<file path="src/rtl/addsub_fu.sv">
// Add/subtract functional unit answering the despacho/confirma handshake and broadcasting {tag,result} on the CDB.
// Optional build macro FU_OVF_DETECT_EN: registers a signed-overflow flag with the result and drives it on ovf during BCAST.
module addsub_fu #(
    parameter int LATENCY = 2,
    parameter int DATA_W  = 16,
    parameter int TAG_W   = 3
) (
    input  logic                      CLK,
    input  logic                      CLR,
    input  logic                      despacho,
    input  logic [DATA_W-1:0]         Valor1,
    input  logic [DATA_W-1:0]         Valor2,
    input  logic [2:0]                OP,
    input  logic [TAG_W-1:0]          ID_in,
    input  logic                      cdb_grant,
    output logic                      confirma,
    output logic                      cdb_req,
    output logic [TAG_W+DATA_W-1:0]   CDB,
    output logic                      busy,
    output logic                      ovf
);

    typedef enum logic [1:0] {IDLE, EXEC, WAIT_CDB, BCAST} state_t;

    localparam logic [3:0] CNT_INIT = 4'(LATENCY - 1);

    state_t                    state, state_nxt;
    logic [3:0]                cnt, cnt_nxt;
    logic                      accept;
    logic signed [DATA_W-1:0]  a_s, b_s, sum_s;
    logic [TAG_W-1:0]          tag_p0;
    logic signed [DATA_W-1:0]  res_p0;
    logic                      op_unused;

    assign op_unused = ^OP[2:1];
    assign a_s       = Valor1;
    assign b_s       = Valor2;
    assign sum_s     = OP[0] ? (a_s - b_s) : (a_s + b_s);
    assign accept    = (state == IDLE) && despacho && (ID_in != '0);

    always_comb begin
        state_nxt = state;
        cnt_nxt   = cnt;
        case (state)
            IDLE: begin
                if (accept) begin
                    state_nxt = EXEC;
                    cnt_nxt   = CNT_INIT;
                end
            end
            EXEC: begin
                if (cnt == 4'd0) state_nxt = WAIT_CDB;
                else             cnt_nxt   = cnt - 4'd1;
            end
            WAIT_CDB: begin
                if (cdb_grant) state_nxt = BCAST;
            end
            BCAST:   state_nxt = IDLE;
            default: state_nxt = IDLE;
        endcase
    end

    // Outputs are registered from the next state so they line up with the state they describe.
    always_ff @(posedge CLK or posedge CLR) begin
        if (CLR) begin
            state    <= IDLE;
            cnt      <= 4'd0;
            tag_p0   <= '0;
            res_p0   <= '0;
            busy     <= 1'b0;
            cdb_req  <= 1'b0;
            confirma <= 1'b0;
            CDB      <= '0;
        end else begin
            state    <= state_nxt;
            cnt      <= cnt_nxt;
            busy     <= (state_nxt != IDLE);
            cdb_req  <= (state_nxt == WAIT_CDB);
            confirma <= (state_nxt == BCAST);
            CDB      <= (state_nxt == BCAST) ? {tag_p0, res_p0} : '0;
            if (accept) begin
                tag_p0 <= ID_in;
                res_p0 <= sum_s;
            end
        end
    end

`ifdef FU_OVF_DETECT_EN
    logic ovf_p0;

    function automatic logic signed_ovf(input logic sub,
                                        input logic signed [DATA_W-1:0] a,
                                        input logic signed [DATA_W-1:0] b,
                                        input logic signed [DATA_W-1:0] r);
        logic same_in;
        same_in = sub ? (a[DATA_W-1] != b[DATA_W-1]) : (a[DATA_W-1] == b[DATA_W-1]);
        return same_in && (r[DATA_W-1] != a[DATA_W-1]);
    endfunction

    always_ff @(posedge CLK or posedge CLR) begin
        if (CLR) begin
            ovf_p0 <= 1'b0;
            ovf    <= 1'b0;
        end else begin
            if (accept) ovf_p0 <= signed_ovf(OP[0], a_s, b_s, sum_s);
            ovf <= (state_nxt == BCAST) && ovf_p0;
        end
    end
`else
    assign ovf = 1'b0;
`endif

endmodule

</file>
<file path="config.mk">
export PLATFORM = sky130hd
export DESIGN_NAME = addsub_fu
export DESIGN_NICKNAME = d
export VERILOG_FILES = /design/src/rtl/addsub_fu.sv
export SDC_FILE = /design/constraint.sdc
export NUM_CORES = 1
export LEC_CHECK = 0
export ABC_AREA = 1
export ABC_CLOCK_PERIOD_IN_PS = 3100
export BUFFER_PORTS_ARGS = -buffer_cell sky130_fd_sc_hd__clkbuf_2
export CAP_MARGIN = 10
export CORE_MARGIN = 2
export CORE_UTILIZATION = 50
export CTS_CLUSTER_DIAMETER = 50
export DETAILED_ROUTE_END_ITERATION = 16
export PLACE_DENSITY = 0.76
export SKIP_CTS_REPAIR_TIMING = 1
export SLEW_MARGIN = 20
export SYNTH_ARGS = -nofsm -noshare
export SYNTH_HDL_FRONTEND = slang
export SYNTH_SLANG_ARGS = --single-unit
</file>
<file path="constraint.sdc">
create_clock -name CLK -period 3.1 [get_ports CLK]
set_input_delay 0.31 -clock CLK [delete_from_list [all_inputs] [get_ports CLK]]
set_output_delay 0.31 -clock CLK [all_outputs]
set_load 0.05 [all_outputs]
</file>
==> flow_summary.toml <==
[final_layout]
layout-area-overhead-vs-synth_pct = 15.6
regArea_sq_mm = 0.00118
final_common_cell = "nand2_1"
multi_input_area_sq_mm = 0.00154
antenna_cells = 0
mostFrequentLayoutCells = "nand2_1 (89), inv_1 (68), clkbuf_2 (61), nor2_1 (51), dfrtp_1 (47)"
n_fill_cell = 560
nets = 530
postLayoutCellArea_sq_mm = 0.00354
drive_above_1_share = 0.213

[placed_design]
port_buffers = 61
dp_hpwl_mm = 4.62
place.gp.congestion = 0.806
place_area_sq_mm = 0.00341

[drt]
wl_mm = 5.73
drtIter0Drc = 95
post_drt_wl_per_cell_um = 10.5
route.detailed.drc = 0
num_vias = 2597
via_per_inst = 4.77
ant_nets = 0
dr.pass1.iters = 5

[grt]
grt_usage = 0.187
met1_usage = 0.240
grt_pass1_wl_mm = 9.93
gr-usage-met2 = 0.319
grt_use_met3 = 0.0283
grt.busiest_layer = "met2"
grt_max_degree = 48
grt-ovfl-total = 0
grt_pass1_vias = 2417
antenna_found_initial = 0

[worst_setup_path]
cp_slowest_cell = "ha_1"
startpoint_type = "input port"
critPathMostFrequentCell = "nand2_1"
endpoint_kind = "flop"
reg2reg_to = "cdb_req"
worst-endpoint-arrival_ns = 2.55
critPathKind = "in2reg"
slowest_delay_ns = 0.37
crit_chain = "clkbuf_2, inv_1, ha_1, nand4_2, nor2_1, nand3_1, nand2_1, xnor2_1, inv_1, ha_1, nand2_1, inv_2, nand3_1, nor3_1, nand2_2, nand2_1, nand2_1, nand3_1, nand2_1"
worstReg2RegStart = "state[0]"
crit_start = "Valor2[0]"
required_ns = 3.29
r2r_cells = 8
worstPathMaxFanout = 5
r2r_setup_slack_ns = 1.29

[timing]
slew_violations = 0
fin_setup_tns_ns = 0
worstMarginPinSlew_ns = 0.909
final-hold-violation-count = 0
post-route-period-util = 0.758
fin_skew_ns = 0.0123
hold-worst-slack_ns = 0.190
rsz0062_at_grt = "no"
period_minus_slack_ns = 2.35
max_freq_ghz = 0.425
max_slew_margin = 0.393
setup_viol = 0

[logic_synthesis]
synth-simple-area-share = 0.269
synthTopCellsByArea = "dfrtp_1 (38%), nand2_1 (11%), inv_1 (8.5%)"
muxShareOfSynthArea = 0
avgSynthCellArea_sq_um = 7.51
synthAdderAreaFrac = 0.0800
ys_seq_area_frac = 0.384
synth_compound_area_frac = 0.110
synth_top_family_by_area = "simple AND/OR/NAND/NOR gates"
yosys.area.top_type_share = 0.384
synth_seq_cells = 47
syn_nets = 469
yosysUniqueCellTypes = 40
yosys.area.top_type = "dfrtp_1"
ys_warn_count = 0
syn_area_sq_mm = 0.00306
synthXorXnorAreaFrac = 0.0429
synth_cells = 408

[clock_network]
cts_root_buffer = "clkbuf_8"
cts.sinks = 47
clock_latency_ns = 0.30
clk_pin_slew_ns = 0.08
clock_path_buffers = 2
cts_made_buffers = 5
h-tree-depth = 2
cts_tree = "yes"

[die]
die_area_sq_mm = 0.00677
die_w_um = 82.3
coreArea_sq_mm = 0.00592
initial_core_util = 0.518
die-height_um = 82.3
rows = 28
pin_count = 65

[pwr]
worst_ir_drop_vdd_v = 0.000415
p_per_area_mw_per_mm2 = 654
p_leak_nw = 2.00

[outcome]
status = "complete, no violations"

[hold_path]
holdCritPathClass = "in2async"

[run]
cap_violations = 0
==> worst max-delay path, delay by kind of cell <==
family	cells	cell delay, ns
xor+xnor	1	0.12
fa+ha+maj	2	0.57
buf+inv	4	0.29
simple gates	12	1.25
==> metrics by stage <==
stage / cells / power [mW] / setup slack, ns / utilization
detailed placement: 537 / 1.81 / 0.440 / 0.575
finish: 545 / 2.32 / 0.749 / 0.598
floorplan: 408 / 1.63 / 0.891 / -
global placement: 537 / 1.78 / 0.556 / 0.575
global route: 545 / 2.52 / 0.528 / 0.598
CTS: 545 / 2.34 / 0.752 / 0.598
==> worst max path at each step <==
stage	to	cells after the start
floorplan	res_p0[13]	18
global placement	res_p0[15]	20
detailed placement	res_p0[13]	19
CTS	res_p0[13]	19
global route	res_p0[13]	19
finish	res_p0[13]	19
==> logic make-up (layout without fill, tap and decap cells) <==
kind of cell,count (synthesis),in the layout
compound gates,53,53
flops,47,47
buf+inv,83,145
simple gates,190,190
xor+xnor,15,15
other cells,1,1
fa+ha+maj,19,19
==> report_power, final <==
group / switching [mW] / internal (mW) / leakage, nW
Sequential: 0.0627 / 0.798 / 0.612
Clock: 0.198 / 0.321 / 0.0644
Combinational: 0.634 / 0.305 / 1.33
==> layout make-up <==
cell class	instances	area share
Inverter	75	0.0794
Clock buffer	5	0.0194
Clock inverter	3	0.0191
Multi-Input combinational cell	278	0.435
Tap cell	75	0.0265
Timing Repair Buffer	62	0.0883
Sequential cell	47	0.332
==> layer usage <==
layer	vias to the layer above	part of all wire
met5	-	0
met4	0	0.0052
met3	2	0.055
met2	64	0.48
met1	1142	0.46
li1	1389	-
==> cell usage after synthesis <==
library cell and count:
clkbuf_1 2, ha_1 18, buf_4 2, nor2_1 51, a21oi_2 2, o21a_1 1
o21ai_4 1, a31oi_1 2, a21oi_1 13, nor2_4 1, nand4_1 3, o21ai_0 13
o22ai_1 3, inv_1 69, nand3b_1 4, fa_1 1, nand2_1 89, o21a_4 1
nor2_2 1, dfrtp_1 47, o21ai_2 3, xnor2_1 9, xor2_1 6, a31oi_4 1
nor3_2 1, buf_12 1, buf_6 1, a21o_1 1, buf_2 2, o21ai_1 10
nand4_2 1, inv_2 6, conb_1 1, and2_1 1, nand2_2 10, nand3_1 23
o31ai_1 1, o21bai_1 1, nor3_1 4, or2_2 1
==> registers in the layout, summed over array words and instances (netlist names) <==
name	cells
cnt	4
busy	1
state	2
confirma	1
tag_p0	3
cdb_req	1
CDB	19
res_p0	16
Note: power is estimated with default switching activity, not from simulation.
